--- config.mk ---
export PLATFORM = sky130hd
export DESIGN_NAME = sandbox_host_link
export DESIGN_NICKNAME = d
export VERILOG_FILES = /design/src/rtl/sandbox_link_pkg.sv /design/src/rtl/sandbox_link_tx_serializer.sv /design/src/rtl/sandbox_host_link.sv
export SDC_FILE = /design/constraint.sdc
export NUM_CORES = 1
export LEC_CHECK = 0
export BUFFER_PORTS_ARGS = -buffer_cell sky130_fd_sc_hd__buf_2
export CORE_MARGIN = 10
export CORE_UTILIZATION = 55
export DETAILED_ROUTE_END_ITERATION = 6
export PLACE_DENSITY = 0.9
export SLEW_MARGIN = 10
export SYNTH_ARGS = -nofsm -noshare
export SYNTH_HDL_FRONTEND = slang
export SYNTH_SLANG_ARGS = --single-unit
--- constraint.sdc ---
create_clock -name masterClock -period 6 [get_ports masterClock]
set_clock_uncertainty 0.05 [all_clocks]
set_input_delay 0.3 -clock masterClock [delete_from_list [all_inputs] [get_ports masterClock]]
set_output_delay 0.3 -clock masterClock [all_outputs]
set_load 0.1 [all_outputs]
--- src/rtl/sandbox_link_pkg.sv ---
// Shared frame constants and FSM encodings for the sandbox host link.
package sandbox_link_pkg;

  localparam int FRAME_BYTES = 5;
  localparam int IDX_W       = 3;

  typedef logic [IDX_W-1:0] idx_t;

  // Index of the final byte of a frame (control/status byte is index 0).
  localparam idx_t LAST_IDX = idx_t'(FRAME_BYTES - 1);

  localparam logic [1:0] RX_COLLECT = 2'd0;
  localparam logic [1:0] RX_PRESENT = 2'd1;
  localparam logic [1:0] RX_DRAIN   = 2'd2;

  localparam logic [1:0] TX_IDLE = 2'd0;
  localparam logic [1:0] TX_SEND = 2'd1;
  localparam logic [1:0] TX_DONE = 2'd2;

endpackage

--- src/rtl/sandbox_link_tx_serializer.sv ---
// Captures {status, data} on a start request and sends it MSB-byte first
// over a valid/ready byte handshake, one frame per start assertion.
module sandbox_link_tx_serializer
  import sandbox_link_pkg::*;
(
  input  logic        clk,
  input  logic        reset,
  input  logic        start,
  input  logic [7:0]  status,
  input  logic [31:0] data,
  input  logic        tx_ready,
  output logic        tx_valid,
  output logic [7:0]  tx_byte
);

  logic [1:0]  state;
  logic [39:0] shift;
  idx_t        idx;

  // The top byte of the shift register is the byte on offer; it only moves on a transfer.
  assign tx_byte = shift[39:32];

  // TX state machine: capture, shift out on each accepted byte, then wait for start to drop.
  always_ff @(posedge clk) begin
    if (reset) begin
      state    <= TX_IDLE;
      shift    <= '0;
      idx      <= '0;
      tx_valid <= 1'b0;
    end else begin
      case (state)
        TX_IDLE: begin
          if (start) begin
            shift    <= {status, data};
            idx      <= '0;
            tx_valid <= 1'b1;
            state    <= TX_SEND;
          end
        end
        TX_SEND: begin
          if (tx_ready) begin
            if (idx == LAST_IDX) begin
              tx_valid <= 1'b0;
              state    <= TX_DONE;
            end else begin
              shift <= {shift[31:0], 8'h00};
              idx   <= idx + idx_t'(1);
            end
          end
        end
        TX_DONE: begin
          // Level-sensitive re-arm: a held request never produces a second frame.
          if (!start) state <= TX_IDLE;
        end
        default: state <= TX_IDLE;
      endcase
    end
  end

endmodule

--- src/rtl/sandbox_host_link.sv ---
// Host-side end of the sandbox handshake: assembles 5-byte command frames,
// presents them to the process, and serializes 5-byte response frames.
module sandbox_host_link
  import sandbox_link_pkg::*;
#(
  parameter int TIMEOUT_CYCLES = 100000,
  parameter int CNT_W          = 17
) (
  input  logic        masterClock,
  input  logic        reset,
  input  logic        rxValid,
  input  logic [7:0]  rxByte,
  output logic        rxReady,
  output logic        txValid,
  output logic [7:0]  txByte,
  input  logic        txReady,
  output logic        dataReceived,
  output logic [7:0]  control,
  output logic [31:0] inputData,
  input  logic        clearDR,
  input  logic        transmitData,
  input  logic [7:0]  status,
  input  logic [31:0] outputData,
  output logic        frameError
);

  localparam logic             TIMEOUT_EN = (TIMEOUT_CYCLES != 0);
  localparam logic [CNT_W-1:0] IDLE_LAST  = CNT_W'(TIMEOUT_CYCLES - 1);

  logic [1:0]       rx_state;
  idx_t             rx_count;
  logic [CNT_W-1:0] idle_cnt;
  logic [7:0]       rx_ctrl;
  logic [23:0]      rx_shift;
  logic             rx_xfer;

  // Bytes are only accepted while collecting; held low during reset so nothing is consumed.
  assign rxReady = (rx_state == RX_COLLECT) && !reset;
  assign rx_xfer = rxValid && rxReady;

  // RX assembly, inter-byte timeout and dataReceived/clearDR handshake.
  always_ff @(posedge masterClock) begin
    if (reset) begin
      rx_state     <= RX_COLLECT;
      rx_count     <= '0;
      idle_cnt     <= '0;
      rx_ctrl      <= '0;
      rx_shift     <= '0;
      control      <= '0;
      inputData    <= '0;
      dataReceived <= 1'b0;
      frameError   <= 1'b0;
    end else begin
      frameError <= 1'b0;
      case (rx_state)
        RX_COLLECT: begin
          if (rx_xfer) begin
            // A transfer always clears the idle counter, so it beats a coincident timeout.
            idle_cnt <= '0;
            if (rx_count == LAST_IDX) begin
              control      <= rx_ctrl;
              inputData    <= {rx_shift, rxByte};
              dataReceived <= 1'b1;
              rx_count     <= '0;
              rx_state     <= RX_PRESENT;
            end else begin
              if (rx_count == '0) rx_ctrl <= rxByte;
              else                rx_shift <= {rx_shift[15:0], rxByte};
              rx_count <= rx_count + idx_t'(1);
            end
          end else if (TIMEOUT_EN && (rx_count != '0)) begin
            if (idle_cnt == IDLE_LAST) begin
              rx_count   <= '0;
              idle_cnt   <= '0;
              frameError <= 1'b1;
            end else begin
              idle_cnt <= idle_cnt + CNT_W'(1);
            end
          end
        end
        RX_PRESENT: begin
          if (clearDR) begin
            dataReceived <= 1'b0;
            rx_state     <= RX_DRAIN;
          end
        end
        RX_DRAIN: begin
          // Wait for the process to drop clearDR so one clear never releases two frames.
          if (!clearDR) begin
            rx_count <= '0;
            rx_state <= RX_COLLECT;
          end
        end
        default: rx_state <= RX_COLLECT;
      endcase
    end
  end

  sandbox_link_tx_serializer u_tx (
    .clk      (masterClock),
    .reset    (reset),
    .start    (transmitData),
    .status   (status),
    .data     (outputData),
    .tx_ready (txReady),
    .tx_valid (txValid),
    .tx_byte  (txByte)
  );

endmodule
* Yosys cells after proc, flatten, opt, wreduce, memory -nomap -nowiden
Cells that the tools add are included.
** Cells by class
- $add $sub $neg :: 3
- Reduce and logical (&&, ||, !) cells :: 22
- Bitwise logic cells :: 4
- Mux-type cells :: 36
- Eq/ne operators :: 18
** Operators by type and width (count)
- two-way mux 40 bit :: 3
- case mux 40 bit (2 select lines) :: 1
- two-way mux 17 bit :: 3
- AND reduction 4 bit :: 8
- two-way mux 3 bit :: 8
- adder 17 x 1 -> 17 bit, second input constant :: 1
- == test 17 bit, second input constant :: 1
- two-way mux 2 bit :: 8
- != test 2 bit, second input constant :: 7
- case mux 2 bit (3 select lines) :: 2
- case mux 3 bit (2 select lines) :: 2
- nonzero test 2 bit :: 4
- two-way mux 1 bit :: 7
- adder 3 x 1 -> 3 bit, second input constant :: 2
- == test 3 bit, second input constant :: 2
- != test 3 x 2 -> 1 bit, second input constant :: 2
- == test 2 x 1 -> 1 bit, second input constant :: 2
- == test 2 bit, second input constant :: 2
- zero test 2 bit :: 2
- != test 2 x 1 -> 1 bit, second input constant :: 2
- inverter 1 bit :: 4
- case mux 1 bit (2 select lines) :: 2
- OR reduction 4 bit :: 1
- zero test 3 bit :: 1
- other kinds (5) :: 6
** Word-level totals
- Word-level logic and storage cells :: 96
- Output and inout bits :: 52
- Register bits after elaboration :: 142
- Input bits :: 54

* Logic depth before layout (Yosys ltp)
Gate-level depths: netlist of the first run.
- Depth after elaboration :: 5
- Depth in mapped cells :: 8
- Mapped depth without buffers :: 7

* Cells and area by module
From an unflattened synthesis of the first run, not the netlist that was laid out.
** Unflattened totals
- Cells, all modules :: 688
- Area, all modules :: 6057.1 um2
** By module, submodules not included
- sandbox_host_link :: sequential area each 1921.8 um2, area an instance 3852.4 um2, cells an instance 476, times used 1
- sandbox_link_tx_serializer :: sequential area each 920.9 um2, area an instance 2204.6 um2, cells an instance 212, times used 1

* Least setup slack after synthesis of the first run
Ideal clock, no wire load.
- Path type :: input -> output
- Start :: in reset
- End :: out rxReady
- Stages on the path :: 5
- Slack :: 3.338 ns
- Buffers on the path :: 4
- Required time :: 5.650 ns
- Arrival :: 2.312 ns
- Cell sequence :: clkbuf_2 clkbuf_1 clkbuf_1 buf_1 nor2_1
** On the way
- Cells in the longest elaborated chain, start to end :: 2
** RTL lines
- from (decl) :: line sandbox_host_link.sv:10 : input logic reset,
- zero test 1 bit :: line sandbox_host_link.sv:38 : assign rxReady = (rx_state == RX_COLLECT) && !reset;
- logical AND 1 bit :: line sandbox_host_link.sv:38
- to (decl) :: line sandbox_host_link.sv:13 : output logic rxReady,
Every way passes these cells.

* Worst setup path after layout of the first run
- Start :: reg rx_state[1]
- End :: reg inputData[19]
** On the way
- Cells in the longest elaborated chain, start to end :: 4
** RTL lines
- from (decl) :: line sandbox_host_link.sv:30 : logic [1:0] rx_state;
- from (signal assigned) :: line sandbox_host_link.sv:44 : rx_state <= RX_COLLECT;
- from (signal assigned) :: line sandbox_host_link.sv:65 : rx_state <= RX_PRESENT;
- from (signal assigned) :: line sandbox_host_link.sv:84 : rx_state <= RX_DRAIN;
- zero test 2 bit * :: line sandbox_host_link.sv:38, sandbox_host_link.sv:55
- logical AND 1 bit :: line sandbox_host_link.sv:38
- logical AND 1 bit :: line sandbox_host_link.sv:39 : assign rx_xfer = rxValid && rxReady;
- AND reduction 3 bit (no line) *
- to (signal assigned) :: line sandbox_host_link.sv:62 : inputData <= {rx_shift, rxByte};
- to (decl) :: line sandbox_host_link.sv:19 : output logic [31:0] inputData,
Every way passes the cells marked *; elsewhere a longest branch is shown, timed or not.
A chain may end at the register's enable or synchronous reset.

==> results of run 1 <==
-- cells in the mapped netlist (4+ instances only) --
cell,n,area [um^2]
nand3_1,15,75.1
nor2_1,67,251
dfxtp_1,142,2840
buf_1,6,22.5
a31oi_1,9,56.3
o21ai_0,5,25.0
a211oi_1,36,270
nand4_1,5,31.3
nor3_1,4,20.0
clkbuf_1,28,105
xor2_1,4,35.0
a21oi_1,81,405
buf_4,8,60.1
a22oi_1,10,75.1
ha_1,6,75.1
xnor2_1,4,35.0
buf_2,10,50.1
nand2_1,156,586
inv_1,8,30.0
nand2b_1,4,25.0
mux2i_1,32,320
-- logic make-up (layout without fill, tap and decap cells) --
kind of cell	count (synthesis)	count (layout)	share of synthesized area
compound gates	158	158	0.169
fa+ha+maj	6	6	0.0130
xor+xnor	8	8	0.0122
simple gates	274	274	0.208
mux	32	32	0.0556
flops	142	142	0.493
buf+inv	62	163	0.0493
-- metal layers --
layer | global-route usage | wire, um | up-vias
li1 | - | - | 2524
met1 | 0.211 | 5790 | 2441
met2 | 0.344 | 7680 | 195
met3 | 0.0500 | 857 | 39
met4 | 0.0943 | 457 | 0
met5 | 0 | 0 | -
-- final cells by class --
class	count	area, um^2	share of cell area
Tap cell	136	170	0.0245
Inverter	8	30.0	0.00432
Multi-Input combinational cell	478	2650	0.381
Clock inverter	14	146	0.0211
Clock buffer	18	418	0.0601
Sequential cell	142	2840	0.409
Timing Repair Buffer	123	696	0.100
-- layout by cell type, fill, tap and decap left out, drive strengths merged, types with 2 or more instances in the layout --
cell         synthesis  final
nor2                69     69
a31oi                9      9
dlygate4sd3          0     13
inv                  8     17
ha                   6      6
nand4b               2      2
nor3                 4      4
clkinv               0      2
nor4                 3      3
clkinvlp             0      2
dfxtp              142    142
nand3               15     15
or4b                 2      2
nand4                5      5
nor2b                2      2
xor2                 4      4
xnor2                4      4
a211oi              36     36
nand2b               4      4
mux2i               32     32
and4                 3      3
buf                 25    110
nor3b                2      2
a21oi               81     81
nand2              156    156
a21o                 2      2
clkbuf              29     18
o21ai                7      7
and3                 2      2
a22oi               10     10
-- state kept, by name (all words and copies together) (netlist names) --
name and count:
rx_count 3, idle_cnt 17, u_tx.idx 3, inputData 32, rx_shift 24, rx_state 2, frameError 1, u_tx.tx_valid 1
control 8, u_tx.shift 40, u_tx.state 2, rx_ctrl 8, dataReceived 1
-- timing repair --
action                    CTS  global route
gates resized for setup     0             0
hold endpoints to repair   13             0
hold buffers               13             0
setup buffers               0             0
-- power breakdown --
part	leakage [nW]	switching (mW)	total (mW)	internal (mW)
sequential	1.15	0.0238	1.00	0.979
combinational	1.42	0.177	0.257	0.0795
clock	0.272	0.442	1.01	0.566
-- worst min-delay path: cells and delay by family --
family	cells	cell delay, ns
buffers and inverters	1	0.13
AND/OR/NAND/NOR	1	0.06
AO/OA/AOI/OAI	1	0.05
-- worst paths after layout --
path / end / slack, ns / cells after the start
worst min register to register: inputData[12]$_SDFFE_PP0P_ / 0.40 / 2
worst min-delay path: inputData[6]$_SDFFE_PP0P_ / 0.02 / 3
worst max-delay path: inputData[19]$_SDFFE_PP0P_ / 3.56 / 6
worst max register to register: inputData[19]$_SDFFE_PP0P_ / 3.56 / 6
==> flow_summary_export.csv, run 1 <==
group,metric,value,unit
outcome,status,"complete, no violations",
floorplan,die_area,15000,um^2
layout,finish.instance_area,6950,um^2
drt,drt_first_pass_iters,5,
critical_path,slowest_stage,"nor2_1",
drt,drc,0,
run,cap_violations,0,
layout,fin_util,0.677,
place,portBuffers,105,
synth,synth_edf_count,0,
hold_path,hp-start,"rxByte[6]",
floorplan,core,10300,um^2
timing,max_slew.worst_pin.slew,1.05,ns
global_route,grt_max_degree,87,
synth,syn_area,5760,um^2
floorplan,initial_core_util,0.561,
timing,fin_ws,3.56,ns
synth,synth_cell_types,56,
layout,fill_cells,796,
synth,yosysWarnings,0,
clocking,cts_root_buffer,"clkbuf_8",
place,placed_cell_area,6260,um^2
clocking,cts_made_buffers,17,
timing,fmax,410,MHz
synth,ys_seq_area_frac,0.493,
synth,async_reset_ff_frac,0,
synth,syn_area_per_cell,8.45,um^2
critical_path,startpoint,"rx_state[1]$_SDFFE_PP0P_",
drt,vias,5199,
synth,synth_cells,682,
synth,synth_ff_type,"dfxtp_1",
timing,finalSetupViolCount,0,
clocking,clk_pin_slew,0.06,ns
critical_path,critPathBufInv,1,
global_route,grt_pass1_vias,5099,
layout,area_growth,20.6,%
global_route,grt_usage,0.194,
global_route,grt_pass1_wl,24000,um
place,gp_congestion,0.869,
timing,drv_slew,0,
critical_path,crit_chain,"or2_1, nor2_1, and3_1, buf_4, nand2_1, a21oi_1",
synth,ys_ff_latch,142,
drt,via_per_inst,5.66,
critical_path,path_max_fanout,42,
critical_path,crit_required,6.38,ns
timing,holdWs,0.0227,ns
place,dp_hpwl,9610,um
pwr,finalPower,2.27,mW
critical_path,critPathKind,"reg -> reg",
critical_path,max_stage_delay,0.65,ns
clocking,cts.htree.levels,4,
critical_path,crit_family,"simple AND/OR/NAND/NOR gates",
timing,rsz0062_at_grt,"false",
global_route,gr-total-overflow,0,
timing,max-slew-margin-rel,0.302,
floorplan,num_io_pins,106,
floorplan,die_w,122,um
timing,fin_crit,2.44,ns
critical_path,start_kind,"register",
pwr,power_density,326,nW/um^2
place,pre_cts_ws,3.18,ns
critical_path,r2r_start,"rx_state[1]$_SDFFE_PP0P_",
drt,drtIter0Drc,459,
layout,antenna_cells,0,
pwr,p_leak,2.84,nW
pwr,ir_worst_vdd,0.206,mV
clocking,cts.sinks,142,
timing,final-hold-violation-count,0,
clocking,cts_tree,"yes",
layout,final_layout_size_suffix_gt1_frac,0.197,
timing,fin_crit_sh,0.407,
floorplan,die_h,122,um
drt,wl_per_cell,16.1,um
floorplan,num_rows,37,
clocking,cts_buffer_depth,2,
critical_path,arrival,2.82,ns
critical_path,worstSetupEndpointType,"register",
layout,nets,830,
synth,syn_nets,742,
global_route,antenna_found_initial,0,
timing,fin_setup_tns,0,ns
clocking,clock_latency,0.52,ns
drt,drt-total-wl,14800,um
layout,finalNonFillerCells,919,
drt,ant_nets,0,
place,dp.cells,874,
hold_path,worstHoldPathType,"in -> reg",
Note: power is estimated with default switching activity, not from simulation.
==> inputs of run 2 (changes only) <==
Clock period 6 ns to 2.6 ns, I/O delays scaled along.
==> flow_summary_export.csv, run 2 (synthesis results as in run 1) <==
group,metric,value,unit
clocking,post_cts_buffers,0,
timing,drv_slew,0,
timing,finalSetupViolCount,0,
floorplan,initial_core_util,0.561,
pwr,seqPwrFrac,0.435,
clocking,cts_made_buffers,17,
floorplan,die_w,122,um
critical_path,crit_chain,"inv_1, ha_1, and2b_2, nor4_1, a41oi_1, a211oi_1",
clocking,clock_latency,0.52,ns
place,portBuffers,105,
floorplan,die_h,122,um
pwr,p_comb_frac,0.125,
timing,rsz0062_at_grt,"false",
floorplan,core,10300,um^2
critical_path,r2r_start,"rx_count[0]$_SDFFE_PP0P_",
layout,final_common_cell,"nand2_1",
layout,top_register,"u_tx.shift",
timing,max_slew.worst_pin.slew,0.772,ns
place,placed_cell_area,6320,um^2
timing,max-slew-margin-rel,0.486,
timing,fin_setup_tns,0,ns
clocking,cts.htree.levels,4,
hold_path,worstHoldPathType,"in -> reg",
outcome,status,"complete, no violations",
run,cap_violations,0,
pwr,p_leak,3.04,nW
critical_path,start_kind,"register",
pwr,power.internal,3.91,mW
floorplan,num_rows,37,
layout,largest_reg_flops,40,
drt,via_per_inst,5.60,
pwr,ir_worst_vdd,0.505,mV
layout,nets,874,
hold_path,hp-start,"clearDR",
layout,final_cell_mix,"nand2_1, dfxtp_1, buf_2",
drt,wl_per_cell,16.5,um
global_route,grt_pass1_vias,5313,
clocking,cts_tree,"yes",
critical_path,crit_family,"simple AND/OR/NAND/NOR gates",
layout,final_layout_size_suffix_gt1_frac,0.191,
clocking,cts.sinks,142,
layout,largest_registers,"u_tx.shift x40, inputData x32, rx_shift x24",
layout,finish.instance_area,7450,um^2
critical_path,max_stage_delay,0.65,ns
layout,fill_cells,676,
clocking,cts_buffer_depth,2,
critical_path,critPathKind,"reg -> reg",
floorplan,num_io_pins,106,
drt,vias,5412,
timing,fmax,435,MHz
global_route,grt_max_degree,75,
critical_path,critPathBufInv,1,
clocking,hold_buffers,54,
drt,drtIter0Drc,493,
clocking,clk_pin_slew,0.06,ns
pwr,p_sw,1.42,mW
critical_path,startpoint,"rx_count[0]$_SDFFE_PP0P_",
clocking,ctsResizeCount,0,
clocking,cts_root_buffer,"clkbuf_8",
drt,drc,0,
layout,area_growth,29.3,%
critical_path,worstSetupEndpointType,"register",
drt,drt_first_pass_iters,5,
global_route,gr-total-overflow,0,
timing,holdWs,0.330,ns
critical_path,crit_required,2.99,ns
place,gp_congestion,0.873,
pwr,finalPower,5.33,mW
global_route,grt_usage,0.210,
timing,fin_crit,2.30,ns
floorplan,die_area,15000,um^2
place,dp_hpwl,9550,um
critical_path,path_max_fanout,14,
critical_path,arrival,2.69,ns
timing,final-hold-violation-count,0,
pwr,power_density,715,nW/um^2
drt,drt-total-wl,15900,um
global_route,grt_pass1_wl,25600,um
timing,fin_crit_sh,0.884,
global_route,antenna_found_initial,2,
drt,ant_nets,0,
pwr,p_sw_frac,0.266,
pwr,p_clk_frac,0.440,
critical_path,slowest_stage,"nor4_1",
## run 2: cell count changes in the layout (fill, tap and decap cells not counted), sizes merged
cell,before,now
dlygate4sd3,13,54
bufinv,1,2
clkinvlp,2,5
diode,0,4
clkbuf,18,19
clkinv,2,4
buf,110,113
inv,17,10
## run 2: metrics by stage
stage | util | cells | worst slack (ns)
floorplan | - | 682 | 0.278
global placement | 0.615 | 877 | 0.542
detailed placement | 0.615 | 877 | 0.399
CTS | 0.724 | 963 | 0.382
global route | 0.724 | 965 | 0.100
finish | 0.725 | 967 | 0.300
## run 2: path summary, 6_finish.rpt
| path | end | slack [ns] | cells after the start |
|---|---|---|---|
| max | idle_cnt[11]$_SDFFE_PP0P_ | 0.30 | 6 |
| min | dataReceived$_SDFFE_PP0P_ | 0.33 | 3 |
| max reg2reg | idle_cnt[11]$_SDFFE_PP0P_ | 0.30 | 6 |
| min reg2reg | inputData[22]$_SDFFE_PP0P_ | 0.40 | 2 |
## run 2: final cells by class
type,count,area [um^2],area share
antenna,4,10.0,0.00134
clock buffer,19,442,0.0593
clock inverter,13,139,0.0186
inverter,8,30.0,0.00403
multi-input combinational,478,2650,0.356
sequential,142,2840,0.382
tap,136,170,0.0228
timing repair buffer,167,1170,0.157
## run 2: routing by layer
metal / global-route usage / vias up / part of all wire
met5: 0 / - / 0
met4: 0.108 / 0 / 0.032
met3: 0.0652 / 53 / 0.065
met2: 0.376 / 197 / 0.53
met1: 0.216 / 2550 / 0.38
li1: - / 2612 / -
## run 2: worst min-delay path: stages
cell and delay (ns):
dlygate4sd3_1 0.51, buf_2 0.12, a311oi_1 0.08
## run 2: power by group through the flow
| stage | combinational (mW) | clock (mW) | sequential [mW] |
|---|---|---|---|
| floorplan | 0.431 | 0 | 2.38 |
| global placement | 0.558 | 0 | 2.35 |
| detailed placement | 0.578 | 0 | 2.36 |
| CTS | 0.644 | 2.36 | 2.31 |
| global route | 0.715 | 2.45 | 2.32 |
| finish | 0.666 | 2.35 | 2.32 |
